==> config.mk <==
export PLATFORM = sky130hd
export DESIGN_NAME = int_ctrl
export DESIGN_NICKNAME = d
export VERILOG_FILES = /design/src/rtl/int_ctrl_pkg.sv /design/src/rtl/int_prio_enc.sv /design/src/rtl/int_ctrl.sv
export SDC_FILE = /design/constraint.sdc
export NUM_CORES = 1
export LEC_CHECK = 0
export BUFFER_PORTS_ARGS = -buffer_cell sky130_fd_sc_hd__buf_4
export CORE_AREA = 2 2 73 82
export DETAILED_ROUTE_END_ITERATION = 8
export DIE_AREA = 0 0 75 84
export GPL_TIMING_DRIVEN = 0
export HOLD_SLACK_MARGIN = 0.1
export PLACE_DENSITY_LB_ADDON = 0.05
export SYNTH_ARGS = -nofsm -noshare
export SYNTH_HDL_FRONTEND = slang
export SYNTH_SLANG_ARGS = --single-unit
==> constraint.sdc <==
create_clock -name clk -period 2 [get_ports clk]
set_clock_uncertainty 0.15 [all_clocks]
set_input_delay 0.1 -clock clk [delete_from_list [all_inputs] [get_ports clk]]
set_output_delay 0.1 -clock clk [all_outputs]
set_load 0.02 [all_outputs]
==> src/rtl/int_ctrl_pkg.sv <==
// Shared definitions for the interrupt controller: register map, defaults
// and the offset-to-register decode helper.
package int_ctrl_pkg;

    localparam int          NSRC_MAX = 6;
    localparam logic [31:0] DEF_BASE = 32'h0000_7F40;

    localparam logic [3:0] OFF_PEND = 4'h0;
    localparam logic [3:0] OFF_MASK = 4'h4;
    localparam logic [3:0] OFF_EDGE = 4'h8;
    localparam logic [3:0] OFF_CLR  = 4'hC;

    typedef enum logic [1:0] {
        REG_PEND,
        REG_MASK,
        REG_EDGE,
        REG_CLR
    } reg_sel_e;

    function automatic reg_sel_e reg_sel(input logic [3:0] off);
        reg_sel_e sel;
        case (off)
            OFF_MASK: sel = REG_MASK;
            OFF_EDGE: sel = REG_EDGE;
            OFF_CLR:  sel = REG_CLR;
            default:  sel = REG_PEND;
        endcase
        return sel;
    endfunction

endpackage

==> src/rtl/int_prio_enc.sv <==
// Highest-index-wins priority encoder over the masked pending vector.
// Purely combinational; the top registers its outputs alongside HWInt.
module int_prio_enc
    import int_ctrl_pkg::*;
(
    input  logic [NSRC_MAX-1:0] vec_i,
    output logic [2:0]          id_o,
    output logic                valid_o
);

    always_comb begin
        id_o = 3'd0;
        priority case (1'b1)
            vec_i[5]: id_o = 3'd5;
            vec_i[4]: id_o = 3'd4;
            vec_i[3]: id_o = 3'd3;
            vec_i[2]: id_o = 3'd2;
            vec_i[1]: id_o = 3'd1;
            vec_i[0]: id_o = 3'd0;
            default:  id_o = 3'd0;
        endcase
    end

    assign valid_o = |vec_i;

endmodule

==> src/rtl/int_ctrl.sv <==
// Interrupt controller: latches timer/pin requests, applies mask and
// edge/level mode, and presents a registered HWInt vector plus source ID.
module int_ctrl
    import int_ctrl_pkg::*;
#(
    parameter int          NSRC     = 6,
    parameter logic [31:0] BASE     = DEF_BASE,
    parameter logic [5:0]  DEF_EDGE = 6'b000100
) (
    input  logic            clk,
    input  logic            reset,
    input  logic [NSRC-1:0] src_irq,
    input  logic [31:0]     b_adress,
    input  logic            b_we,
    input  logic [3:0]      b_byteen,
    input  logic [31:0]     b_Wdata,
    output logic [31:0]     b_Rdata,
    output logic            hit,
    output logic [5:0]      HWInt,
    output logic            irq_valid,
    output logic [2:0]      irq_id
);

    logic [NSRC-1:0] pend_q, pend_d;
    logic [NSRC-1:0] mask_q, mask_d;
    logic [NSRC-1:0] edge_q, edge_d;
    logic [NSRC-1:0] prev_q;
    logic [5:0]      hwint_q;
    logic [2:0]      id_q;
    logic            valid_q;

    logic [31:0]     off_full;
    logic [3:0]      off_w;
    reg_sel_e        sel;
    logic            wr;
    logic [NSRC-1:0] wdata;
    logic [NSRC-1:0] rise;
    logic [NSRC-1:0] clr;
    logic [NSRC-1:0] mode_chg;
    logic [NSRC_MAX-1:0] act_vec;
    logic [2:0]      enc_id;
    logic            enc_valid;
    logic            unused_wdata;

    assign off_full = b_adress - BASE;
    assign hit      = (b_adress >= BASE) && (off_full < 32'd16);
    assign off_w    = {off_full[3:2], 2'b00};
    assign sel      = reg_sel(off_w);
    assign wr       = hit && b_we && (b_byteen == 4'hF);
    assign wdata    = b_Wdata[NSRC-1:0];

    generate
        if (NSRC < 32) begin : g_unused
            assign unused_wdata = ^b_Wdata[31:NSRC];
        end else begin : g_full
            assign unused_wdata = 1'b0;
        end
    endgenerate

    always_comb begin
        rise     = src_irq & ~prev_q;
        clr      = '0;
        mask_d   = mask_q;
        edge_d   = edge_q;
        mode_chg = '0;
        if (wr && sel == REG_CLR) begin
            clr = wdata;
        end
        if (wr && sel == REG_MASK) begin
            mask_d = wdata;
        end
        if (wr && sel == REG_EDGE) begin
            edge_d   = wdata;
            mode_chg = edge_q ^ wdata;
        end
        // A rise beats a same-cycle W1C so no edge event is dropped.
        pend_d = (edge_q & (rise | (pend_q & ~clr)))
               | (~edge_q & src_irq);
        pend_d = pend_d & ~mode_chg;
    end

    always_comb begin
        act_vec            = '0;
        act_vec[NSRC-1:0]  = pend_q & mask_q;
    end

    int_prio_enc u_enc (
        .vec_i   (act_vec),
        .id_o    (enc_id),
        .valid_o (enc_valid)
    );

    always_ff @(posedge clk or posedge reset) begin
        if (reset) begin
            pend_q  <= '0;
            mask_q  <= '0;
            edge_q  <= DEF_EDGE[NSRC-1:0];
            prev_q  <= '0;
            hwint_q <= '0;
            id_q    <= '0;
            valid_q <= 1'b0;
        end else begin
            pend_q  <= pend_d;
            mask_q  <= mask_d;
            edge_q  <= edge_d;
            prev_q  <= src_irq;
            hwint_q <= act_vec;
            id_q    <= enc_id;
            valid_q <= enc_valid;
        end
    end

    always_comb begin
        b_Rdata = '0;
        if (hit) begin
            case (sel)
                REG_PEND: b_Rdata = 32'(pend_q);
                REG_MASK: b_Rdata = 32'(mask_q);
                REG_EDGE: b_Rdata = 32'(edge_q);
                default:  b_Rdata = '0;
            endcase
        end
    end

    assign HWInt     = hwint_q;
    assign irq_valid = valid_q;
    assign irq_id    = id_q;

endmodule
**Word level (Yosys, flattened, before mapping)**

Index checks and enable logic that the tools add are counted.

- Register bits after elaboration: 34
- Input bits: 77
- Output and inout bits: 43
- Logic and storage cells: 48

- Add/sub/neg operators: 1
- $lt $le $gt $ge: 2
- Eq/ne operators: 7
- Muxes and demuxes: 10
- Bitwise operators: 13
- Reductions and logical operators: 8

Operators by type and width:

| operator | count |
|---|---|
| $and 6x6->6 | 6 |
| $ge 32x15->1 const B | 1 |
| $lt 32x5->1 const B | 1 |
| $sub 32x15->32 const B | 1 |
| $not 6->6 | 4 |
| $mux 6 | 3 |
| $pmux 6 s3 | 1 |
| $mux 3 | 4 |
| $or 6x6->6 | 2 |
| $eq 2x2->1 const B | 4 |
| $logic_and 1x1->1 | 6 |
| $pmux 2 s3 | 1 |
| $reduce_or 6->1 | 1 |
| $xor 6x6->6 | 1 |
| $eq 2x1->1 const B | 2 |
| $eq 4x4->1 const B | 1 |
| $logic_not 2->1 | 1 |
| $mux 1 | 1 |

**Longest topological paths before layout**

Gate-level depths: netlist of run 1.

- Depth in word-level cells: 13
- Mapped depth: 8
- Mapped depth without buffers: 7

**Modules after synthesis**

Synthesis of run 1 repeated with hierarchy kept, for this count alone.

- Cells, all modules: 243
- Area total of the unflattened synthesis: 2362.3 um2

Modules (own cells, without submodules):

| module | times used | cells an instance | area each (um2) |
|---|---|---|---|
| int_ctrl | 1 | 236 | 2314.7 |
| int_prio_enc | 1 | 7 | 47.5 |

**Worst setup path after synthesis of run 1**

No wires, ideal clock.

- Kind: input to output
- Start point: input port b_adress[19]
- End point: output port b_Rdata[1]
- Arrival time: 2387 ps
- Required time: 1750 ps
- Setup slack: -637 ps
- Stages on the path: 7
- Path buffers: 1
- Cell sequence: or4_1 -> o41ai_2 -> nand4_1 -> nor4b_2 -> o2111ai_2 -> clkbuf_1 -> a211oi_1

- Longest elaborated chain between the ends: 4
- Elaborated cells on any way between the ends: 5
- Classes of those cells: add/sub: 1; order compare: 2; mux: 1; reduce/logical: 1

RTL lines:

| element | line | text |
|---|---|---|
| from (decl) | int_ctrl.sv:13 | `input logic [31:0] b_adress,` |
| $sub 32x15->32 | int_ctrl.sv:45 | `assign off_full = b_adress - BASE;` |
| $lt 32x5->1 | int_ctrl.sv:46 | `assign hit = (b_adress >= BASE) && (off_full < 32'd16);` |
| $logic_and 1x1->1 * | int_ctrl.sv:46 |  |
| $mux 6 * | int_ctrl.sv:115 | `if (hit) begin` |
| to (decl) | int_ctrl.sv:17 | `output logic [31:0] b_Rdata,` |

Every way passes the cells marked *; elsewhere a longest branch is shown, timed or not.

**Worst setup path after layout of run 1**

- Start point: input port b_adress[24]
- End point: output port b_Rdata[5]

The elaborated chain is that of the path after synthesis.

==> run_results.csv, run 1 <==
group,metric,value,unit
run_status,outcome,"complete, but fails checks",
run_status,violations,"setup timing",
placement,gp_congestion,0.852,
sta,final-setup-viol-count,25,
synthesis,netlist_area,2140,um2
setup_path,reg2reg_from,"pend_q[4]$_DFF_PP0_",
placement,portBuffers,65,
synthesis,ys_ff_latch,34,
grt,grt_pass1_wl,8.63,mm
final_layout,antenna_cells,0,
synthesis,synthCells,230,
clock_tree,cts_tree,"built",
setup_path,required,1.75,ns
floorplan,num_rows,29,
clock_tree,clock_latency,0.29,ns
setup_path,arrival,2.26,ns
setup_path,endpoint_kind,"primary output",
clock_tree,clkTransAtPathRegs,0.07,ns
drt,first_pass_iters,4,
synthesis,yosysTopAreaCellShare,38.6,%
setup_path,setup.worst_path.start,"b_adress[24]",
worst_hold_path,hp-start,"b_adress[3]",
clock_tree,cts_buffers,5,
pwr,ir_drop,0.314,mV
final_layout,fill_cells,525,
pwr,power_density,453,nW/um2
sta,rsz0062_at_grt,"true",
drt,route.vias.total,2051,
worst_hold_path,hold_class,"in2reg",
sta,final.min_clock_period,2.51,ns
drt,routed_via_density,4.76,
clock_tree,clock-root-buffer,"clkbuf_8",
sta,setup_ws,-0.508,ns
final_layout,nNetsFinal,430,
clock_tree,cts_buffer_depth,2,
floorplan,core_area,5550,um2
run,maxCapViolCount,0,
synthesis,syn_area_per_cell,9.31,um2
clock_tree,cts_sinks,34,
grt,grtUsageTotal,17.7,%
clock_tree,htree_levels,2,
grt,grt_max_degree,35,
floorplan,pin_count,120,
sta,post-route-period-util,125,%
sta,finalMaxSlewViolations,0,
synthesis,async_flop_share,100,%
drt,drc,0,
synthesis,synth.area.top_cells,"dfrtp_1 39%, buf_4 9.1%, mux2_1 6.3%",
synthesis,synth_edf_count,0,
final_layout,syn2layout_area_growth,62.4,%
grt,antenna_found_initial,0,
drt,antenna_left,0,
final_layout,multi_input_area,1340,um2
placement,place_area,2930,um2
setup_path,cp_max_fo,8,
grt,grt_overflow_total,0,
floorplan,die_area,6300,um2
drt,finalWirelength,5.48,mm
synthesis,ys_seq_area_share,39.8,%
setup_path,worstSetupStartpointType,"input port",
drt,wl_per_cell,12.7,um
synthesis,ys.flop_type,"dfrtp_1",
synthesis,yosysMostFrequentCell,"dfrtp_1",
setup_path,critPathKind,"in2out",
sta,fmax,399,MHz
sta,hold_violations,0,
floorplan,die_w,75,um
pwr,p_leak,0.00158,uW
sta,slew_headroom,47.1,%
final_layout,stdcell_count,431,
synthesis,ys_types,46,
sta,tightest_slew,0.794,ns
floorplan,die_y,84,um
placement,hpwl,3.99,mm
final_layout,stdcell_area,3480,um2
synthesis,synth_top_cell_by_area,"dfrtp_1",
floorplan,initial_core_util,38.6,%
final_layout,drive_gt1_share,42.7,%
final_layout,regArea,852,um2
synthesis,synth_warnings,0,
drt,drtIter0Drc,89,
grt,grt_pass1_vias,1970,
synthesis,synth_common_cells,"33 x dfrtp_1, 26 x buf_4, 16 x nand2_1",
placement,dp.cells,397,
final cells by class:
type	instances	share of cell area (%)
Clock inverter	2	0.360
Multi-Input combinational cell	181	38.5
Sequential cell	34	24.5
Buffer	30	6.65
Clock buffer	6	2.37
Tap cell	77	2.77
Inverter	10	1.22
Timing Repair Buffer	91	23.6
worst max-delay path, cell delays in order:
cell and delay, ns:
buf_8 0.10, or4_4 0.53, o41ai_2 0.28, nand4_1 0.21
nor4b_4 0.29, o2111ai_4 0.19, clkbuf_16 0.22, buf_12 0.13
nor2_4 0.08, buf_6 0.12
what timing repair did:
item                       in CTS  in global routing
gates resized for setup        15                 27
setup endpoints to repair      25                 25
setup buffers                   7                  5
hold endpoints to repair       57                  0
hold buffers                   13                  0
pin swaps                       8                 12
metrics by stage:
step | utilization, % | total power (uW) | TNS (ns) | worst slack (ns) | hold WS [ns]
floorplan | - | 883 | -8.59 | -0.423 | -0.0186
global placement | 52.7 | 1000 | -18.86 | -0.866 | 0.0696
detailed placement | 52.7 | 1010 | -18.96 | -0.874 | 0.0702
CTS | 59.4 | 1560 | -11.91 | -0.599 | 0.136
global route | 62.7 | 1650 | -11.22 | -0.570 | 0.217
finish | 62.7 | 1580 | -9.89 | -0.508 | 0.183
state kept, by name (all words and copies together) (netlist names):
name and cells:
HWInt 6, edge_q 6, mask_q 6, pend_q 6
prev_q 6, irq_id 3, irq_valid 1
power by group:
group | switching, uW | internal [uW] | leakage, uW
clock network | 259 | 277 | 0.0000472
registers | 6.18 | 700 | 0.000444
logic | 169 | 166 | 0.00109
final timing paths:
path | depth (start not counted) | endpoint | slack (ns)
min reg2reg | 1 | mask_q[1]$_DFFE_PP0P_ | 0.39
max | 10 | b_Rdata[5] | -0.51
min | 4 | pend_q[0]$_DFF_PP0_ | 0.18
min in group asynchronous | 3 | prev_q[3]$_DFF_PP0_ | 0.25
max in group asynchronous | 4 | edge_q[5]$_DFFE_PP0P_ | 0.99
max reg2reg | 3 | irq_valid$_DFF_PP0_ | 0.35
logic make-up (layout without fill, tap and decap cells):
logic type | Yosys count | in the layout | share of synthesized area [%]
xor gates and xnor gates | 3 | 3 | 1.23
other | 1 | 26 | 0.175
and+or+nand+nor | 83 | 83 | 22.1
DFF | 34 | 34 | 39.8
muxes | 15 | 15 | 7.71
AOI/OAI and AO/OA | 54 | 54 | 17.5
buffers and inverters | 40 | 139 | 11.6
layer usage:
metal  GRT usage, %  part of all wire [%]  up-vias
li1               -                     -     1032
met1           22.1                    44      945
met2           29.6                    50       68
met3           3.62                   5.0        6
met4           5.84                   1.3        0
met5              0                     0        -
layout by cell type (no fill, tap or decap), drive strengths merged, types with 10 or more instances in the layout:
cell type,Yosys,final
mux2,12,12
conb,1,26
a211oi,10,10
buf,27,105
nor2,15,15
dfrtp,33,33
a21oi,13,13
nand2,16,16
dlygate4sd3,0,13
Power figures use the tool's default switching activity.
==> run 2, diff against run 1 <==
CORE_AREA = 2 2 75 84   (was 2 2 73 82)
DIE_AREA = 0 0 77 86   (was 0 0 75 84)
MAX_ROUTING_LAYER = met4   (was default)
SYNTH_HIERARCHICAL = 1   (was default)
==> run_results.csv, run 2 <==
group,metric,value,unit
synthesis,synthCells,243,
final_layout,antenna_cells,0,
final_layout,final_util,68.2,%
setup_path,cp_max_fo,6,
clock_tree,clock_latency,0.28,ns
grt,grtUsageTotal,21.2,%
sta,slew_headroom,54.7,%
drt,drtIter0Drc,72,
sta,finalMaxSlewViolations,0,
run_status,violations,"setup timing",
setup_path,required,1.75,ns
pwr,power_frac_seq,45.1,%
synthesis,synth.area.top_cells,"dfrtp_1 35%, mux2_2 9.1%, buf_4 8.9%",
grt,antenna_found_initial,0,
clock_tree,clkTransAtPathRegs,0.06,ns
pwr,switching_share,28.3,%
floorplan,die_w,77,um
final_layout,stdcell_area,3910,um2
synthesis,syn_area_per_cell,9.72,um2
sta,post-route-period-util,118,%
sta,fmax,424,MHz
synthesis,synth_common_cells,"33 x dfrtp_1, 28 x buf_4, 20 x a21oi_1",
synthesis,yosysTopAreaCellShare,35.0,%
setup_path,worst_path_max_delay_cell,"nor4_4",
placement,portBuffers,65,
final_layout,syn2layout_area_growth,65.6,%
clock_tree,htree_levels,2,
drt,drc,0,
drt,antenna_left,0,
drt,routed_via_density,5.20,
setup_path,arrival,2.11,ns
synthesis,ys_ff_latch,34,
run_status,outcome,"complete, but fails checks",
setup_path,reg2reg_from,"pend_q[4]$_DFF_PP0_",
placement,place_area,3170,um2
grt,grt_max_degree,35,
clock_tree,cts_tree,"built",
grt,grt_pass1_vias,2281,
grt,grt_overflow_total,0,
synthesis,yosysMostFrequentCell,"dfrtp_1",
worst_hold_path,hold_class,"in2reg",
pwr,power_density,401,nW/um2
floorplan,core_area,5730,um2
setup_path,setup.worst_path.start,"b_adress[18]",
sta,hold_violations,0,
sta,setup_ws,-0.358,ns
final_layout,layout_commonest_cell,"buf_4",
drt,first_pass_iters,4,
grt,grt_pass1_wl,11.0,mm
setup_path,endpoint_kind,"primary output",
clock_tree,cts_buffer_depth,2,
clock_tree,cts_sinks,34,
synthesis,synth_warnings,6,
floorplan,num_rows,29,
setup_path,cp_cell_sequence,"buf_8, nor4_4, buf_6, and3_4, a21oi_2, o32a_1, nor4_4, buf_6, o211a_4, buf_6",
synthesis,ys_seq_area_share,36.1,%
pwr,ir_drop,0.287,mV
synthesis,netlist_area,2360,um2
floorplan,pin_count,120,
synthesis,synth_top_cell_by_area,"dfrtp_1",
setup_path,path_common_cell,"buf_6",
placement,hpwl,4.63,mm
run,maxCapViolCount,0,
pwr,p_leak,0.00183,uW
setup_path,critPathMaxStageDelay,0.39,ns
sta,final-setup-viol-count,24,
sta,final.min_clock_period,2.36,ns
pwr,switching_power,443,uW
placement,gp_congestion,0.922,
drt,wl_per_cell,14.7,um
drt,route.vias.total,2366,
pwr,p_int,1120,uW
final_layout,mostFrequentLayoutCells,"92 x buf_4, 33 x dfrtp_1, 26 x conb_1",
clock_tree,cts_buffers,5,
sta,tightest_slew,0.675,ns
synthesis,ys_types,55,
clock_tree,clock-root-buffer,"clkbuf_8",
synthesis,async_flop_share,100,%
synthesis,ys.flop_type,"dfrtp_1",
drt,finalWirelength,6.69,mm
floorplan,die_area,6620,um2
sta,rsz0062_at_grt,"true",
floorplan,die_y,86,um
synthesis,synth_edf_count,0,
final_layout,drive_gt1_share,52.1,%
setup_path,critPathKind,"in2out",
pwr,p_clk_share,29.8,%
worst_hold_path,hp-start,"b_adress[2]",
setup_path,worstSetupStartpointType,"input port",
final_layout,nNetsFinal,455,
pwr,combPwrFrac,25.1,%
floorplan,initial_core_util,41.2,%
## run 2: cell types whose count changed after synthesis, moves of 5 or more
cell and delta:
or2_2 +5, nor2b_1 -5, a21oi_1 +7, a211oi_1 -7, nand2_1 -7, mux2_1 -12
o211a_1 +6, mux2_2 +19
## run 2: layout make-up
| class | count | area [um2] |
|---|---|---|
| fillers | 496 | 1820 |
| multi-input cells | 197 | 1710 |
| repair buffers | 103 | 923 |
| flip-flops and latches | 34 | 852 |
| plain buffers | 31 | 229 |
| well taps | 77 | 96.3 |
| clock buffers | 5 | 68.8 |
| inverters | 6 | 22.5 |
| clock inverters | 2 | 10.0 |
## run 2: through the flow
step | total power (uW) | setup TNS (ns) | worst slack [ns] | instances | hold slack, ns
2_1_floorplan | 897 | -2.30 | -0.178 | 268 | -0.0186
3_3_place_gp | 1030 | -14.08 | -0.694 | 410 | 0.0678
3_5_place_dp | 1030 | -14.49 | -0.709 | 410 | 0.0683
4_1_cts | 1560 | -6.82 | -0.406 | 451 | 0.228
5_1_grt | 1650 | -6.96 | -0.441 | 455 | 0.286
6_report | 1570 | -4.52 | -0.358 | 455 | 0.236
## run 2: final timing paths
kind | cells after the start | slack, ns | to
min in group asynchronous | 3 | 0.25 | prev_q[1]$_DFF_PP0_
max in group asynchronous | 4 | 0.92 | edge_q[2]$_DFFE_PP1P_
worst max-delay path | 10 | -0.36 | b_Rdata[3]
worst max register to register | 3 | 0.37 | irq_valid$_DFF_PP0_
worst min register to register | 1 | 0.38 | mask_q[1]$_DFFE_PP0P_
worst min-delay path | 5 | 0.24 | pend_q[1]$_DFF_PP0_
## run 2: routing by layer
metal	wire (um)	track usage [%]
met1	2610	23.9
met2	3710	39.9
met3	248	1.79
met4	119	6.33
met5	0	-
## run 2: worst max-delay path, delay by kind of cell
family / cells / cell delay, ns
AND/OR/NAND/NOR: 3 / 0.87
AO/OA/AOI/OAI: 3 / 0.55
buffers and inverters: 4 / 0.58
## run 2: power groups by stage
stage | Sequential (uW) | Combinational (uW) | Clock, uW
detailed placement | 719 | 313 | 0
global placement | 719 | 311 | 0
CTS | 706 | 367 | 483
global route | 707 | 424 | 514
floorplan | 717 | 181 | 0
finish | 706 | 394 | 468
## run 2: kinds of logic (layout without fill, tap and decap cells)
group           count (synthesis)  count (layout)  synth area share (%)
simple gates                   89              89                  24.7
compound gates                 62              62                  19.3
buf+inv                        37             147                  10.3
flops                          34              34                  36.1
mux                            20              20                  9.48
other cells                     1              26                 0.159
## run 2: repair_timing
action | in CTS | in global routing
hold buffers | 13 | 0
gates resized for setup | 55 | 22
buffers inserted | 21 | 7
setup endpoints to repair | 25 | 25
pin swaps | 11 | 13
endpoints found under the hold margin | 55 | 0
